===== src/rtl/vx_tl_lane_adapter_if.sv =====
// rtl/vx_tl_lane_adapter_if.sv - Core dcache request/response and per-lane TileLink-UL A/D signal bundle
// The slave modport is the adapter's view; master is the surrounding core plus TL fabric.
interface vx_tl_lane_adapter_if #(
  parameter int NUM_LANES  = 4,
  parameter int ADDR_WIDTH = 30,
  parameter int TAG_WIDTH  = 10
);
  logic [NUM_LANES-1:0]            core_req_valid;
  logic [NUM_LANES-1:0]            core_req_rw;
  logic [NUM_LANES-1:0]            core_req_ready;
  logic [4*NUM_LANES-1:0]          core_req_byteen;
  logic [ADDR_WIDTH*NUM_LANES-1:0] core_req_addr;
  logic [32*NUM_LANES-1:0]         core_req_data;
  logic [TAG_WIDTH*NUM_LANES-1:0]  core_req_tag;

  logic                            core_rsp_valid;
  logic [NUM_LANES-1:0]            core_rsp_tmask;
  logic [32*NUM_LANES-1:0]         core_rsp_data;
  logic [TAG_WIDTH-1:0]            core_rsp_tag;
  logic                            core_rsp_ready;

  logic [NUM_LANES-1:0]            a_valid;
  logic [NUM_LANES-1:0]            a_ready;
  logic [3*NUM_LANES-1:0]          a_opcode;
  logic [3*NUM_LANES-1:0]          a_param;
  logic [4*NUM_LANES-1:0]          a_size;
  logic [NUM_LANES-1:0]            a_corrupt;
  logic [TAG_WIDTH*NUM_LANES-1:0]  a_source;
  logic [32*NUM_LANES-1:0]         a_address;
  logic [4*NUM_LANES-1:0]          a_mask;
  logic [32*NUM_LANES-1:0]         a_data;

  logic [NUM_LANES-1:0]            d_valid;
  logic [NUM_LANES-1:0]            d_ready;
  logic [3*NUM_LANES-1:0]          d_opcode;
  logic [TAG_WIDTH*NUM_LANES-1:0]  d_source;
  logic [32*NUM_LANES-1:0]         d_data;

  modport slave (
    input  core_req_valid, core_req_rw, core_req_byteen, core_req_addr, core_req_data, core_req_tag,
    output core_req_ready,
    output core_rsp_valid, core_rsp_tmask, core_rsp_data, core_rsp_tag,
    input  core_rsp_ready,
    output a_valid, a_opcode, a_param, a_size, a_corrupt, a_source, a_address, a_mask, a_data,
    input  a_ready,
    input  d_valid, d_opcode, d_source, d_data,
    output d_ready
  );

  modport master (
    output core_req_valid, core_req_rw, core_req_byteen, core_req_addr, core_req_data, core_req_tag,
    input  core_req_ready,
    input  core_rsp_valid, core_rsp_tmask, core_rsp_data, core_rsp_tag,
    output core_rsp_ready,
    input  a_valid, a_opcode, a_param, a_size, a_corrupt, a_source, a_address, a_mask, a_data,
    output a_ready,
    output d_valid, d_opcode, d_source, d_data,
    input  d_ready
  );
endinterface


===== src/rtl/vx_tl_lane_adapter.sv =====
// rtl/vx_tl_lane_adapter.sv - Per-lane Vortex dcache to TileLink-UL bridge with tag-coalesced responses
// Optional perf counters are built when VX_TL_ADAPTER_PERF_EN is defined.
module vx_tl_lane_adapter #(
  parameter int NUM_LANES       = 4,
  parameter int ADDR_WIDTH      = 30,
  parameter int TAG_WIDTH       = 10,
  parameter int RSP_DEPTH       = 4,
  parameter int MAX_OUTSTANDING = 8
) (
  input  logic                 clock,
  input  logic                 reset,
  vx_tl_lane_adapter_if.slave  bus,
  output logic                 busy,
  output logic [31:0]          perf_req_count,
  output logic [31:0]          perf_stall_count
);
  localparam int CW = $clog2(MAX_OUTSTANDING + 1);
  localparam int PW = $clog2(RSP_DEPTH);
  localparam logic [2:0] OP_PUT_FULL    = 3'd0;
  localparam logic [2:0] OP_PUT_PARTIAL = 3'd1;
  localparam logic [2:0] OP_GET         = 3'd4;
  localparam logic [2:0] OP_ACK_DATA    = 3'd1;

  typedef struct packed {
    logic [TAG_WIDTH-1:0] tag;
    logic [31:0]          data;
  } rsp_entry_t;

  logic [NUM_LANES-1:0]                 abuf_valid_q, abuf_valid_d;
  logic [NUM_LANES-1:0][2:0]            abuf_opcode_q, abuf_opcode_d;
  logic [NUM_LANES-1:0][31:0]           abuf_addr_q, abuf_addr_d;
  logic [NUM_LANES-1:0][3:0]            abuf_mask_q, abuf_mask_d;
  logic [NUM_LANES-1:0][31:0]           abuf_data_q, abuf_data_d;
  logic [NUM_LANES-1:0][TAG_WIDTH-1:0]  abuf_source_q, abuf_source_d;
  logic [NUM_LANES-1:0][CW-1:0]         outstanding_q, outstanding_d;
  logic [NUM_LANES-1:0][PW:0]           wr_ptr_q, wr_ptr_d, rd_ptr_q, rd_ptr_d;
  rsp_entry_t [NUM_LANES-1:0][RSP_DEPTH-1:0] fifo_mem_q, fifo_mem_d;

  logic [NUM_LANES-1:0] req_ready, req_fire, d_fire, fifo_empty, fifo_full, tmask;
  rsp_entry_t [NUM_LANES-1:0] head;
  logic [TAG_WIDTH-1:0] sel_tag;
  logic rsp_fire;

  always_comb begin
    abuf_valid_d  = abuf_valid_q;
    abuf_opcode_d = abuf_opcode_q;
    abuf_addr_d   = abuf_addr_q;
    abuf_mask_d   = abuf_mask_q;
    abuf_data_d   = abuf_data_q;
    abuf_source_d = abuf_source_q;
    outstanding_d = outstanding_q;
    wr_ptr_d      = wr_ptr_q;
    rd_ptr_d      = rd_ptr_q;
    fifo_mem_d    = fifo_mem_q;
    fifo_empty    = '0;
    fifo_full     = '0;
    head          = '0;
    tmask         = '0;
    req_ready     = '0;
    req_fire      = '0;
    d_fire        = '0;
    sel_tag       = '0;

    // Descending scan leaves the lowest-indexed non-empty head tag in sel_tag.
    for (int i = NUM_LANES - 1; i >= 0; i--) begin
      fifo_empty[i] = (wr_ptr_q[i] == rd_ptr_q[i]);
      fifo_full[i]  = (wr_ptr_q[i][PW] != rd_ptr_q[i][PW]) &&
                      (wr_ptr_q[i][PW-1:0] == rd_ptr_q[i][PW-1:0]);
      head[i]       = fifo_mem_q[i][rd_ptr_q[i][PW-1:0]];
      if (!fifo_empty[i]) sel_tag = head[i].tag;
    end
    rsp_fire = ~&fifo_empty & bus.core_rsp_ready;

    for (int i = 0; i < NUM_LANES; i++) begin
      tmask[i]     = ~fifo_empty[i] & (head[i].tag == sel_tag);
      req_ready[i] = (~abuf_valid_q[i] | bus.a_ready[i]) &
                     (outstanding_q[i] < CW'(MAX_OUTSTANDING));
      req_fire[i]  = bus.core_req_valid[i] & req_ready[i];
      d_fire[i]    = bus.d_valid[i] & ~fifo_full[i];

      if (bus.a_ready[i]) abuf_valid_d[i] = 1'b0;
      if (req_fire[i]) begin
        abuf_valid_d[i]  = 1'b1;
        abuf_opcode_d[i] = ~bus.core_req_rw[i] ? OP_GET :
                           (&bus.core_req_byteen[i*4 +: 4]) ? OP_PUT_FULL : OP_PUT_PARTIAL;
        abuf_addr_d[i]   = 32'({bus.core_req_addr[i*ADDR_WIDTH +: ADDR_WIDTH], 2'b00});
        abuf_mask_d[i]   = bus.core_req_byteen[i*4 +: 4];
        abuf_data_d[i]   = bus.core_req_data[i*32 +: 32];
        abuf_source_d[i] = bus.core_req_tag[i*TAG_WIDTH +: TAG_WIDTH];
      end

      // A stray D beat at zero count is dropped from the counter rather than wrapping it.
      if (req_fire[i] && !d_fire[i]) begin
        outstanding_d[i] = outstanding_q[i] + 1'b1;
      end else if (!req_fire[i] && d_fire[i] && outstanding_q[i] != '0) begin
        outstanding_d[i] = outstanding_q[i] - 1'b1;
      end

      if (d_fire[i] && bus.d_opcode[i*3 +: 3] == OP_ACK_DATA) begin
        fifo_mem_d[i][wr_ptr_q[i][PW-1:0]] = {bus.d_source[i*TAG_WIDTH +: TAG_WIDTH],
                                              bus.d_data[i*32 +: 32]};
        wr_ptr_d[i] = wr_ptr_q[i] + 1'b1;
      end
      if (rsp_fire && tmask[i]) rd_ptr_d[i] = rd_ptr_q[i] + 1'b1;
    end
  end

  always_ff @(posedge clock) begin
    if (reset) begin
      abuf_valid_q  <= '0;
      outstanding_q <= '0;
      wr_ptr_q      <= '0;
      rd_ptr_q      <= '0;
    end else begin
      abuf_valid_q  <= abuf_valid_d;
      outstanding_q <= outstanding_d;
      wr_ptr_q      <= wr_ptr_d;
      rd_ptr_q      <= rd_ptr_d;
    end
    abuf_opcode_q <= abuf_opcode_d;
    abuf_addr_q   <= abuf_addr_d;
    abuf_mask_q   <= abuf_mask_d;
    abuf_data_q   <= abuf_data_d;
    abuf_source_q <= abuf_source_d;
    fifo_mem_q    <= fifo_mem_d;
  end

  assign bus.core_req_ready = req_ready;
  assign bus.a_valid        = abuf_valid_q;
  assign bus.a_opcode       = abuf_opcode_q;
  assign bus.a_param        = '0;
  assign bus.a_size         = {NUM_LANES{4'd2}};
  assign bus.a_corrupt      = '0;
  assign bus.a_source       = abuf_source_q;
  assign bus.a_address      = abuf_addr_q;
  assign bus.a_mask         = abuf_mask_q;
  assign bus.a_data         = abuf_data_q;
  assign bus.d_ready        = ~fifo_full;
  assign bus.core_rsp_valid = ~&fifo_empty;
  assign bus.core_rsp_tmask = tmask;
  assign bus.core_rsp_tag   = sel_tag;
  assign busy               = (|abuf_valid_q) | (|outstanding_q) | ~&fifo_empty;

  always_comb begin
    bus.core_rsp_data = '0;
    for (int i = 0; i < NUM_LANES; i++) bus.core_rsp_data[i*32 +: 32] = head[i].data;
  end

`ifdef VX_TL_ADAPTER_PERF_EN
  logic [31:0] perf_req_count_q, perf_req_count_d;
  logic [31:0] perf_stall_count_q, perf_stall_count_d;

  always_comb begin
    perf_req_count_d = perf_req_count_q;
    for (int i = 0; i < NUM_LANES; i++) perf_req_count_d = perf_req_count_d + 32'(req_fire[i]);
    perf_stall_count_d = perf_stall_count_q + 32'(|(bus.core_req_valid & ~req_ready));
  end

  always_ff @(posedge clock) begin
    if (reset) begin
      perf_req_count_q   <= '0;
      perf_stall_count_q <= '0;
    end else begin
      perf_req_count_q   <= perf_req_count_d;
      perf_stall_count_q <= perf_stall_count_d;
    end
  end

  assign perf_req_count   = perf_req_count_q;
  assign perf_stall_count = perf_stall_count_q;
`else
  assign perf_req_count   = '0;
  assign perf_stall_count = '0;
`endif
endmodule


===== src/flat_wrapper.sv =====
// flat-port wrapper written by rule: the top's interface ports become plain ports
module vx_tl_lane_adapter_flat 
#(
  parameter int NUM_LANES       = 4,
  parameter int ADDR_WIDTH      = 30,
  parameter int TAG_WIDTH       = 10,
  parameter int RSP_DEPTH       = 4,
  parameter int MAX_OUTSTANDING = 8
)
  (clock, reset, busy, perf_req_count, perf_stall_count, bus_core_req_valid, bus_core_req_rw, bus_core_req_byteen, bus_core_req_addr, bus_core_req_data, bus_core_req_tag, bus_core_req_ready, bus_core_rsp_valid, bus_core_rsp_tmask, bus_core_rsp_data, bus_core_rsp_tag, bus_core_rsp_ready, bus_a_valid, bus_a_opcode, bus_a_param, bus_a_size, bus_a_corrupt, bus_a_source, bus_a_address, bus_a_mask, bus_a_data, bus_a_ready, bus_d_valid, bus_d_opcode, bus_d_source, bus_d_data, bus_d_ready);
  vx_tl_lane_adapter_if #(.NUM_LANES(NUM_LANES), .ADDR_WIDTH(ADDR_WIDTH), .TAG_WIDTH(TAG_WIDTH)) bus_i ();
  input  logic clock;
  input  logic reset;
  output logic busy;
  output logic [31:0] perf_req_count;
  output logic [31:0] perf_stall_count;
  input wire logic [$bits(bus_i.core_req_valid)-1:0] bus_core_req_valid;
  input wire logic [$bits(bus_i.core_req_rw)-1:0] bus_core_req_rw;
  input wire logic [$bits(bus_i.core_req_byteen)-1:0] bus_core_req_byteen;
  input wire logic [$bits(bus_i.core_req_addr)-1:0] bus_core_req_addr;
  input wire logic [$bits(bus_i.core_req_data)-1:0] bus_core_req_data;
  input wire logic [$bits(bus_i.core_req_tag)-1:0] bus_core_req_tag;
  output wire logic [$bits(bus_i.core_req_ready)-1:0] bus_core_req_ready;
  output wire logic [$bits(bus_i.core_rsp_valid)-1:0] bus_core_rsp_valid;
  output wire logic [$bits(bus_i.core_rsp_tmask)-1:0] bus_core_rsp_tmask;
  output wire logic [$bits(bus_i.core_rsp_data)-1:0] bus_core_rsp_data;
  output wire logic [$bits(bus_i.core_rsp_tag)-1:0] bus_core_rsp_tag;
  input wire logic [$bits(bus_i.core_rsp_ready)-1:0] bus_core_rsp_ready;
  output wire logic [$bits(bus_i.a_valid)-1:0] bus_a_valid;
  output wire logic [$bits(bus_i.a_opcode)-1:0] bus_a_opcode;
  output wire logic [$bits(bus_i.a_param)-1:0] bus_a_param;
  output wire logic [$bits(bus_i.a_size)-1:0] bus_a_size;
  output wire logic [$bits(bus_i.a_corrupt)-1:0] bus_a_corrupt;
  output wire logic [$bits(bus_i.a_source)-1:0] bus_a_source;
  output wire logic [$bits(bus_i.a_address)-1:0] bus_a_address;
  output wire logic [$bits(bus_i.a_mask)-1:0] bus_a_mask;
  output wire logic [$bits(bus_i.a_data)-1:0] bus_a_data;
  input wire logic [$bits(bus_i.a_ready)-1:0] bus_a_ready;
  input wire logic [$bits(bus_i.d_valid)-1:0] bus_d_valid;
  input wire logic [$bits(bus_i.d_opcode)-1:0] bus_d_opcode;
  input wire logic [$bits(bus_i.d_source)-1:0] bus_d_source;
  input wire logic [$bits(bus_i.d_data)-1:0] bus_d_data;
  output wire logic [$bits(bus_i.d_ready)-1:0] bus_d_ready;
  assign bus_i.core_req_valid = bus_core_req_valid;
  assign bus_i.core_req_rw = bus_core_req_rw;
  assign bus_i.core_req_byteen = bus_core_req_byteen;
  assign bus_i.core_req_addr = bus_core_req_addr;
  assign bus_i.core_req_data = bus_core_req_data;
  assign bus_i.core_req_tag = bus_core_req_tag;
  assign bus_core_req_ready = bus_i.core_req_ready;
  assign bus_core_rsp_valid = bus_i.core_rsp_valid;
  assign bus_core_rsp_tmask = bus_i.core_rsp_tmask;
  assign bus_core_rsp_data = bus_i.core_rsp_data;
  assign bus_core_rsp_tag = bus_i.core_rsp_tag;
  assign bus_i.core_rsp_ready = bus_core_rsp_ready;
  assign bus_a_valid = bus_i.a_valid;
  assign bus_a_opcode = bus_i.a_opcode;
  assign bus_a_param = bus_i.a_param;
  assign bus_a_size = bus_i.a_size;
  assign bus_a_corrupt = bus_i.a_corrupt;
  assign bus_a_source = bus_i.a_source;
  assign bus_a_address = bus_i.a_address;
  assign bus_a_mask = bus_i.a_mask;
  assign bus_a_data = bus_i.a_data;
  assign bus_i.a_ready = bus_a_ready;
  assign bus_i.d_valid = bus_d_valid;
  assign bus_i.d_opcode = bus_d_opcode;
  assign bus_i.d_source = bus_d_source;
  assign bus_i.d_data = bus_d_data;
  assign bus_d_ready = bus_i.d_ready;
  vx_tl_lane_adapter #(.NUM_LANES(NUM_LANES), .ADDR_WIDTH(ADDR_WIDTH), .TAG_WIDTH(TAG_WIDTH), .RSP_DEPTH(RSP_DEPTH), .MAX_OUTSTANDING(MAX_OUTSTANDING)) u_core (.clock(clock), .reset(reset), .bus(bus_i), .busy(busy), .perf_req_count(perf_req_count), .perf_stall_count(perf_stall_count));
endmodule

===== config.mk =====
export PLATFORM = sky130hd
export DESIGN_NAME = vx_tl_lane_adapter_flat
export DESIGN_NICKNAME = d
export VERILOG_FILES = /design/src/rtl/vx_tl_lane_adapter_if.sv /design/src/rtl/vx_tl_lane_adapter.sv /design/src/flat_wrapper.sv
export SDC_FILE = /design/constraint.sdc
export NUM_CORES = 1
export LEC_CHECK = 0
export BUFFER_PORTS_ARGS = -buffer_cell sky130_fd_sc_hd__buf_2
export CELL_PAD_IN_SITES_DETAIL_PLACEMENT = 1
export CELL_PAD_IN_SITES_GLOBAL_PLACEMENT = 1
export CORE_AREA = 2 2 418 420
export CTS_CLUSTER_SIZE = 28
export DETAILED_ROUTE_END_ITERATION = 10
export DIE_AREA = 0 0 420 422
export PLACE_DENSITY_LB_ADDON = 0.08
export SETUP_SLACK_MARGIN = 0.3
export SLEW_MARGIN = 40
export SYNTH_ARGS = -nofsm -noshare
export SYNTH_HDL_FRONTEND = slang
export SYNTH_SLANG_ARGS = --single-unit

===== constraint.sdc =====
create_clock -name clock -period 3.5 [get_ports clock]
set_input_delay 0.7 -clock clock [delete_from_list [all_inputs] [get_ports clock]]
set_output_delay 0.7 -clock clock [all_outputs]
set_load 0.01 [all_outputs]

==> key figures, run 1 <==
Drt
  • Routed vias/inst: between 4 and 5
  • Routed WL per cell: 27.0 um
  • Drt first pass iters: 5
  • Initial DRC Count: roughly 980
  • Via count: roughly 22,000
  • DRC Markers: 0
  • Total Wirelength: approximately 150 mm
  • DRT antenna net count: 0

Global route
  • Vias in the first global route: 23,600
  • Largest net degree at the start of global routing: 79
  • Grt total ovfl: 0
  • Initial antenna violation count: roughly 170
  • Global-route wire length before repair: 196 mm
  • Total track usage: 16.0%

Yosys
  • Synth Register Bits: between 1,000 and 1,500
  • Mapped cell area: about 38,000 um^2
  • Post-Syn Instances: 1,758
  • Synth unique cells: 57
  • Syn avg cell area: between 20 and 25 um^2
  • Post-synthesis async set-or-reset flop share: 0%
  • EDFF count, synth: between 900 and 1,000
  • Sequential-to-total area share from yosys stat: roughly four fifths
  • Ys flop type: edfxtp_1
  • YS warnings: 0

STA
  • Final hold vios: 0
  • Fmax: ~250 MHz
  • Fin crit share: 114%
  • Max Clock Skew: 0.0269 ns
  • RSZ-0062 raised after global routing: yes
  • Final worst-path setup slack: -0.482 ns
  • Transition time of the tightest slew-check pin: 0.701 ns
  • Min Tclk post-route: roughly 4 ns
  • Slew Limit Fails: 0
  • Final setup fails: 5
  • Slew headroom: ~53%

Worst setup path
  • CP Class: reg -> reg
  • Crit path max fanout: 5
  • Critical path launch point type: flip-flop
  • Req. time, crit path: 4.16 ns
  • Crit end category: flip-flop
  • Critical Path AT: around 4.6 ns

Run
  • Maximum capacitance violations: 0

Floorplanning
  • Core Area: between 150,000 and 200,000 um^2
  • FP Rows: roughly 150
  • I/O pin cnt: 1,079
  • Die Y: about 420 um
  • Initial Utilization: approximately 22%
  • Die Area: roughly 180,000 um^2
  • Horiz. Die Dim: roughly 420 um

Cells and area
  • Commonest non-fill, non-tap cell in the layout: edfxtp_1
  • Non-filler cells, final: roughly 5,400
  • Final Util: 30.1%
  • Area delta synth->final: 36.4%
  • Layout cell share with drive strength beyond 1: 51.8%
  • Fin nets: 3,495
  • Fill count: around 18,000
  • Commonest non-fill, non-tap cells in the layout: edfxtp_1 (984), buf_2 (956), mux4_2 (166), clkbuf_16 (142), conb_1 (108)

Outcome
  • Status: complete, but fails checks
  • Failing checks: negative setup slack

Power
  • Power, Total: between 30,000 and 40,000 uW
  • Power per cell area: around 600 nW/um^2
  • Leakage power: approximately 0.019 uW
  • Max IR drop VDD: slightly above 0.5 mV

CTS
  • # clock sinks: 1,028
  • Max Root-Sink Buffers: 3
  • Reg clk slew, reported paths: ~0.060 ns
  • CTS H-Tree Depth: 4
  • CTS buffer count: about 130
  • Clock Tree Root: clkbuf_16
  • CTS tree: done
  • Worst skew pair latency: slightly below 0.8 ns

Placement
  • Dpl ws: -0.0312 ns
  • Hpwl dp: about 110 mm
  • Post-placement cell count: a little over 5,000
  • Global placer's final weighted congestion: 0.813
  • PortBufs: 970

Worst hold path
  • Hold WC Path Type: in -> reg
## repair_timing
item | CTS | global route
hold buffers | 0 | 0
buffers inserted | 42 | 20
cloned | 5 | 3
endpoints found under the setup margin | 134 | 68
pin swaps | 14 | 18
resized for setup | 103 | 61
## worst paths after layout
| check | depth (start not counted) | startpoint | slack (ns) | to |
|---|---|---|---|---|
| worst max register to register | 23 | u_core.rd_ptr_q[6] | -0.48 | u_core.rd_ptr_q[11] |
| worst min register to register | 2 | u_core.bus.a_valid[1] | 0.50 | u_core.bus.a_valid[1] |
| worst min-delay path | 1 | bus_core_req_data[59] | 0.1 | u_core.bus.a_data[59] |
| worst max-delay path | 23 | u_core.rd_ptr_q[6] | -0.48 | u_core.rd_ptr_q[11] |
## flip-flops by register name, indices dropped and copies added, names as in the netlist
signal and cells:
u_core.bus.a_address 120, u_core.bus.a_data 128, u_core.bus.a_mask 16, u_core.bus.a_opcode 8, u_core.bus.a_source 40, u_core.bus.a_valid 4
u_core.fifo_mem_q 672, u_core.outstanding_q 16, u_core.rd_ptr_q 12, u_core.wr_ptr_q 12
## critical path: stages, from the launching register on
cell and delay, ns:
dfxtp_4 0.39, buf_6 0.13, mux4_2 0.55, o31a_1 0.18
a31oi_2 0.18, a22oi_2 0.13, xnor2_2 0.16, buf_4 0.14
buf_4 0.12, buf_4 0.12, buf_4 0.12, buf_4 0.12
buf_4 0.13, buf_4 0.13, buf_4 0.13, buf_4 0.12
buf_4 0.12, buf_4 0.12, buf_4 0.12, buf_4 0.12
buf_4 0.12, nand4_1 0.09, nor4_2 0.05, mux2_2 0.27
## synth_stat cells (5+ instances only)
cell type | count | area (um^2)
a211oi_1 | 16 | 120
a21oi_1 | 23 | 115
a31oi_1 | 5 | 31.3
and2_1 | 17 | 106
buf_1 | 13 | 48.8
buf_2 | 10 | 50.1
buf_4 | 115 | 863
buf_6 | 9 | 101
clkbuf_1 | 16 | 60.1
dfxtp_1 | 44 | 881
edfxtp_1 | 984 | 29500
ha_1 | 28 | 350
inv_1 | 25 | 93.8
mux2i_1 | 11 | 110
mux4_1 | 7 | 184
mux4_2 | 161 | 3630
nand2_1 | 21 | 78.8
nand2b_1 | 11 | 68.8
nand3_1 | 14 | 70.1
nand4_1 | 7 | 43.8
nor2_1 | 65 | 244
nor2b_1 | 9 | 56.3
nor3_1 | 18 | 90.1
nor4_1 | 8 | 50.1
o21ai_0 | 5 | 25.0
or3_1 | 5 | 31.3
xnor2_1 | 40 | 350
xor2_1 | 24 | 210
## layout make-up
type	count	area, um^2	share of cell area (%)
repair inverters	1	8.76	0.0168
multi-input cells	647	7380	14.2
well taps	2325	2910	5.60
flip-flops and latches	1028	30500	58.6
clock buffers	170	3620	6.96
repair buffers	1123	6800	13.1
clock inverters	71	653	1.26
inverters	26	125	0.241
diodes	13	32.5	0.0626
## through the flow
stage | hold WS [ns] | setup TNS (ns) | cell area [um^2]
after global routing | 0.0351 | -2.75 | 52000
after detailed placement | 0.490 | -0.0312 | 46300
after global placement | 0.480 | -0.0372 | 46300
after floorplan | 0.465 | 0 | 38600
after CTS | 0.0115 | -2.58 | 51400
final | 0.0997 | -1.77 | 52000
## cell families (layout without fill, tap and decap cells)
logic type	Yosys count	after routing	share of synthesized area (%)
DFF	1028	1028	79.8
buffers and inverters	190	1391	3.28
and+or+nand+nor	188	189	2.51
muxes	184	184	10.5
AOI/OAI and AO/OA	69	69	1.24
xor gates and xnor gates	65	65	1.51
adders and majority gates	32	32	1.13
other	2	121	0.0197
## metal layers
layer | GRT usage [%] | wire [um] | up-vias
met5 | 0 | 247 | -
met4 | 4.80 | 6160 | 42
met3 | 5.44 | 10900 | 480
met2 | 31.3 | 80600 | 933
met1 | 15.5 | 48200 | 11000
li1 | - | - | 9310
## report_power, final
group / switching, uW / total (uW) / leakage [uW] / internal (uW)
logic: 2100 / 3370 / 0.00721 / 1270
clock network: 5400 / 13400 / 0.00207 / 8040
registers: 273 / 14600 / 0.00940 / 14300
total: 7780 / 31400 / 0.0187 / 23700
No activity file was read; power rests on OpenSTA's default activity.
==> run 2, diff against run 1 <==
--- a/config.mk
+++ b/config.mk
@@ -13,6 +13,7 @@
 export DETAILED_ROUTE_END_ITERATION = 10
 export DIE_AREA = 0 0 420 422
 export PLACE_DENSITY_LB_ADDON = 0.08
+export RECOVER_POWER = 100
 export SETUP_SLACK_MARGIN = 0.3
 export SLEW_MARGIN = 40
 export SYNTH_ARGS = -nofsm -noshare
==> key figures, run 2 (same netlist as run 1, synthesis figures left out) <==
Global route
  • Total track usage: 16.0% (unchanged)
  • Global-route wire length before repair: 196 mm (unchanged)
  • Largest net degree at the start of global routing: 79 (unchanged)
  • Initial antenna violation count: 151 (-11%)
  • Vias in the first global route: 23,600 (unchanged)
  • Grt total ovfl: 0 (unchanged)

CTS
  • Max Root-Sink Buffers: 3 (unchanged)
  • Reg clk slew, reported paths: 0.06 ns (about the same)
  • CTS buffer count: 133 (unchanged)
  • CTS H-Tree Depth: 4 (unchanged)
  • Clock Tree Root: clkbuf_16
  • Worst skew pair latency: 0.77 ns (about the same)
  • CTS tree: done
  • # clock sinks: 1,028 (unchanged)

Worst setup path
  • Worst path buffer plus inverter count: 15 (unchanged)
  • Critical Path AT: 4.65 ns (about the same)
  • Req. time, crit path: 4.16 ns (about the same)
  • CP peak stage delay: 0.55 ns (about the same)
  • Top cell by count, worst path: buf_4
  • CP Class: reg -> reg
  • Critical Path, Cell by Cell: buf_6, mux4_2, o31a_1, a31oi_2, a22oi_2, xnor2_2, buf_4, buf_4, buf_4, buf_4, buf_4, buf_4, buf_4, buf_4, buf_4, buf_4, buf_4, buf_4, buf_4, buf_4, nand4_1, nor4_2, mux2_2
  • Crit end category: flip-flop
  • Crit path max fanout: 5 (unchanged)
  • Critical path launch point type: flip-flop
  • Top delay family on crit path: buffers and inverters
  • Crit-path slowest cell: mux4_2

Cells and area
  • Most flops, register: u_core.fifo_mem_q
  • Commonest non-fill, non-tap cell in the layout: edfxtp_1
  • Area delta synth->final: 34.3%
  • Fin nets: 3,495 (unchanged)
  • Layout cell share with drive strength beyond 1: 34.3% (-17 points)
  • Max reg flops: 672 (unchanged)
  • Commonest non-fill, non-tap cells in the layout: edfxtp_1 (984), clkbuf_1 (556), buf_2 (433), mux4_2 (166), clkbuf_16 (142)

STA
  • Final setup fails: 56 (+51)
  • Max Clock Skew: 0.0272 ns (+0.000293 ns)
  • Min Tclk post-route: 3.99 ns (+0.00447 ns)
  • Slew headroom: -53.2% (-110 points)
  • Slew Limit Fails: 265 (+265)
  • Fin crit share: 114% (+0.13 points)
  • Final worst-path setup slack: -0.487 ns (-0.00447 ns)
  • Final setup TNS: -3.91 ns (-2.14 ns)
  • RSZ-0062 raised after global routing: yes
  • Final hold vios: 0 (unchanged)
  • Transition time of the tightest slew-check pin: 2.30 ns (+1.60 ns)
  • Fmax: 251 MHz (-0.11%)

Placement
  • Hpwl dp: 109 mm (unchanged)
  • Global placer's final weighted congestion: 0.813 (unchanged)
  • PortBufs: 970 (unchanged)

Floorplanning
  • Horiz. Die Dim: 420 um (unchanged)
  • I/O pin cnt: 1,079 (unchanged)
  • Core Area: 173,000 um^2 (unchanged)
  • Initial Utilization: 22.1% (unchanged)
  • Die Area: 177,000 um^2 (unchanged)
  • FP Rows: 153 (unchanged)
  • Die Y: 422 um (unchanged)

Run
  • Maximum capacitance violations: 4 (+4)

Power
  • Max IR drop VDD: 0.512 mV (+0.35%)
  • Psw: 7780 uW (about the same)
  • Logic pwr share: 10.1% (-0.6 points)
  • Power per cell area: 611 nW/um^2 (+1.0%)
  • Sequential power share: 47.0% (+0.5 points)
  • Clock power share: 42.9% (about the same)
  • Leakage power: 0.0172 uW (-8.0%)
  • Int Pwr: 23,500 uW (-0.73%)
  • Power, Total: 31,300 uW (-0.55%)
  • Net Sw Frac: 24.9% (+0.14 points)

Outcome
  • Failing checks: max-capacitance violations, max-slew violations, negative setup slack
  • Status: complete, but fails checks

Worst hold path
  • Hold WC Path Type: in -> reg

Drt
  • Drt first pass iters: 5 (unchanged)
  • Routed WL per cell: 27.1 um (+0.35%)
  • Total Wirelength: 146 mm (+0.22%)
  • DRC Markers: 0 (unchanged)
  • Initial DRC Count: 1,001 (+2.7%)
  • DRT antenna net count: 0 (unchanged)
  • Via count: 21,700 (-0.078%)
  • Routed vias/inst: 4.03 (about the same)
## run 2: cell types whose count changed in the layout (fill, tap and decap cells not counted), moves of 2 or more
cell	before	now
clkbuf_1	30	556
buf_2	956	433
diode_2	13	6
and2_2	16	11
buf_12	40	35
and2_0	0	4
buf_4	92	88
clkbuf_2	0	4
clkinvlp_2	0	4
clkinvlp_4	9	5
clkbuf_4	1	3
## run 2: final timing paths
kind                              start                    end  slack, ns  cells past startpoint
setup / recovery     u_core.rd_ptr_q[6]    u_core.rd_ptr_q[11]      -0.49                     23
hold / removal    bus_core_req_data[55]  u_core.bus.a_data[55]       0.10                      1
setup reg to reg     u_core.rd_ptr_q[6]    u_core.rd_ptr_q[11]      -0.49                     23
hold reg to reg   u_core.bus.a_valid[1]  u_core.bus.a_valid[1]       0.50                      2
## run 2: power groups by stage
stage	Clock, uW	Combinational, uW	Sequential, uW
after floorplan	0	1230	15200
final	13400	3150	14700
after global placement	0	3160	14900
after CTS	14000	3370	14600
after detailed placement	0	3230	14900
after global routing	14400	3440	14800
## run 2: area by class of cell
class | count | area [um^2]
Timing Repair Buffer | 1123 | 6060
Timing Repair inverter | 1 | 8.76
Antenna cell | 6 | 15.0
Sequential cell | 1028 | 30500
Clock buffer | 170 | 3620
Clock inverter | 71 | 653
Inverter | 26 | 115
Tap cell | 2325 | 2910
Multi-Input combinational cell | 647 | 7360
Fill cell | 18200 | 122000
## run 2: what timing repair did
| action | CTS | global route |
|---|---|---|
| gates resized for setup | 103 | 61 |
| endpoints found under the hold margin | 0 | 0 |
| buffers inserted | 42 | 20 |
| hold buffers | 0 | 0 |
| gates cloned | 5 | 3 |
| endpoints found under the setup margin | 134 | 68 |
| pin swaps | 14 | 18 |
## run 2: metal layers
layer | share of wire, % | GRT usage (%)
met1 | 33 | 15.5
met2 | 55 | 31.3
met3 | 7.5 | 5.44
met4 | 3.8 | 4.80
met5 | 0.14 | 0
## run 2: stage by stage
| stage | worst slack, ns | std cells | area [um^2] | hold WS [ns] | utilization [%] |
|---|---|---|---|---|---|
| 6_report | -0.487 | 5397 | 51200 | 0.105 | 29.6 |
| 5_1_grt | -0.621 | 5394 | 51200 | 0.0351 | 29.6 |
| 4_1_cts | -0.536 | 5368 | 51400 | 0.0115 | 29.8 |
| 3_5_place_dp | -0.0312 | 5080 | 46300 | 0.490 | 26.8 |
| 3_3_place_gp | -0.0372 | 5080 | 46300 | 0.480 | 26.8 |
| 2_1_floorplan | 0.289 | 1864 | 38600 | 0.465 | - |
==> run 3, diff against run 2 <==
--- a/config.mk
+++ b/config.mk
@@ -14,7 +14,7 @@
 export DIE_AREA = 0 0 420 422
 export PLACE_DENSITY_LB_ADDON = 0.08
 export RECOVER_POWER = 100
-export SETUP_SLACK_MARGIN = 0.3
+export SETUP_SLACK_MARGIN = 0.05
 export SLEW_MARGIN = 40
 export SYNTH_ARGS = -nofsm -noshare
 export SYNTH_HDL_FRONTEND = slang
==> key figures, run 3 (same netlist as run 1, synthesis figures left out) <==
Outcome
  • Status: complete, but fails checks
  • Failing checks: max-capacitance violations, max-slew violations, negative setup slack

Floorplanning
  • FP Rows: 153 (unchanged)
  • I/O pin cnt: 1,079 (unchanged)
  • Die Area: 177,000 um^2 (unchanged)
  • Horiz. Die Dim: 420 um (unchanged)
  • Initial Utilization: 22.1% (unchanged)
  • Die Y: 422 um (unchanged)
  • Core Area: 173,000 um^2 (unchanged)

CTS
  • Reg clk slew, reported paths: 0.06 ns (about the same)
  • Clock Tree Root: clkbuf_16
  • Worst skew pair latency: 0.76 ns (about the same)
  • CTS tree: done
  • Max Root-Sink Buffers: 3 (unchanged)
  • CTS buffer count: 121 (-9.0%)
  • # clock sinks: 1,028 (unchanged)
  • CTS H-Tree Depth: 3 (-1)

Cells and area
  • Commonest non-fill, non-tap cell in the layout: edfxtp_1
  • Fin nets: 3,466 (-0.83%)
  • Layout cell share with drive strength beyond 1: 31.9% (-2.5 points)
  • Area delta synth->final: 31.1%
  • Commonest non-fill, non-tap cells in the layout: edfxtp_1 (984), clkbuf_1 (592), buf_2 (383), mux4_2 (167), clkbuf_16 (121)
  • Most flops, register: u_core.fifo_mem_q
  • Final Util: 28.9% (-0.70 points)
  • Max reg flops: 672 (unchanged)

Drt
  • DRT antenna net count: 0 (unchanged)
  • Initial DRC Count: 983 (-1.8%)
  • Via count: 21,700 (+0.018%)
  • Drt first pass iters: 7 (+2)
  • DRC Markers: 0 (unchanged)
  • Routed WL per cell: 28.3 um (+4.2%)
  • Routed vias/inst: 4.03 (+0.15%)
  • Total Wirelength: 152 mm (+4.1%)

Worst setup path
  • Req. time, crit path: 4.14 ns (-0.02 ns)
  • Critical Path AT: 4.57 ns (-0.08 ns)
  • Crit end category: flip-flop
  • CP Class: reg -> reg
  • Crit path max fanout: 6 (+1)
  • Critical path launch point type: flip-flop

Worst hold path
  • Hold WC Path Type: in -> reg

STA
  • Fin crit share: 112% (-1.5 points)
  • Final setup TNS: -2.66 ns (+1.24 ns)
  • Min Tclk post-route: 3.93 ns (-0.0540 ns)
  • Max Clock Skew: 0.0391 ns (+0.0119 ns)
  • Hold WS: 0.111 ns (+0.00571 ns)
  • Final worst-path setup slack: -0.433 ns (+0.0540 ns)
  • Slew Limit Fails: 158 (-40%)
  • Final hold vios: 0 (unchanged)
  • Final setup fails: 39 (-30%)
  • Slew headroom: -44.7% (+8.5 points)
  • RSZ-0062 raised after global routing: yes
  • Fmax: 254 MHz (+1.4%)
  • Transition time of the tightest slew-check pin: 2.17 ns (-0.128 ns)

Power
  • Power per cell area: 597 nW/um^2 (-2.2%)
  • Max IR drop VDD: 0.404 mV (-21%)
  • Leakage power: 0.0166 uW (-3.3%)
  • Power, Total: 29,800 uW (-4.6%)

Global route
  • Vias in the first global route: 23,400 (-0.76%)
  • Largest net degree at the start of global routing: 79 (unchanged)
  • Total track usage: 16.7% (+0.65 points)
  • Global-route wire length before repair: 202 mm (+2.7%)
  • Grt total ovfl: 0 (unchanged)
  • Initial antenna violation count: 184 (+22%)

Placement
  • Global placer's final weighted congestion: 0.818 (+0.64%)
  • Hpwl dp: 115 mm (+5.7%)
  • PortBufs: 970 (unchanged)

Run
  • Maximum capacitance violations: 2 (-2)
[run 3: area by class of cell]
type | count | area, um^2
antenna | 29 | 72.6
clock buffer | 153 | 3170
clock inverter | 75 | 604
fill | 18300 | 123000
inverter | 26 | 120
multi-input combinational | 646 | 7160
sequential | 1028 | 30500
tap | 2325 | 2910
timing repair buffer | 1107 | 5480
timing repair inverter | 1 | 8.76
[run 3: final timing paths]
kind                                            from              endpoint  slack (ns)  cells after the start
worst max-delay path              u_core.rd_ptr_q[9]    u_core.rd_ptr_q[9]       -0.43                     18
worst min-delay path            bus_core_req_data[6]  u_core.bus.a_data[6]        0.11                      1
worst max register to register    u_core.rd_ptr_q[9]    u_core.rd_ptr_q[9]       -0.43                     18
worst min register to register    u_core.rd_ptr_q[5]    u_core.rd_ptr_q[5]        0.53                      2
[run 3: stage by stage]
stage / instances / setup WS, ns / cell area (um^2)
3_5_place_dp: 5079 / -0.00358 / 46100
4_1_cts: 5350 / -0.470 / 50600
5_1_grt: 5386 / -0.584 / 50000
3_3_place_gp: 5079 / 0.0389 / 46100
2_1_floorplan: 1864 / 0.196 / 38500
6_report: 5390 / -0.433 / 50000
[run 3: critical path, stage by stage, from the launching register on]
cell      delay (ns)
dfxtp_4         0.38
buf_4           0.15
xor2_2          0.15
or3_4           0.39
a311oi_4        0.34
a21oi_1         0.20
xnor2_1         0.31
nand3_2         0.15
buf_4           0.16
buf_4           0.12
buf_4           0.12
buf_4           0.12
buf_4           0.12
buf_4           0.12
buf_4           0.12
buf_4           0.13
nor4_4          0.27
buf_4           0.18
mux2_4          0.29
[run 3: repair_timing]
action,in CTS,in global routing
resized for setup,78,44
buffers inserted,40,11
pin swaps,15,13
hold buffers,0,0
hold endpoints to repair,0,0
endpoints found under the setup margin,79,55
gates cloned,3,1
[run 3: power breakdown]
group,internal (uW),switching (uW)
clock,6900,5210
sequential,14400,315
combinational,972,2050
[run 3: metal layers]
layer  routed length (um)  GRT usage [%]  up-vias
met4                 5970           6.89       36
met2                84700           31.9      943
met5                  238              0        -
met1                50600           16.2    11000
met3                10900           5.23      457
li1                     -              -     9253
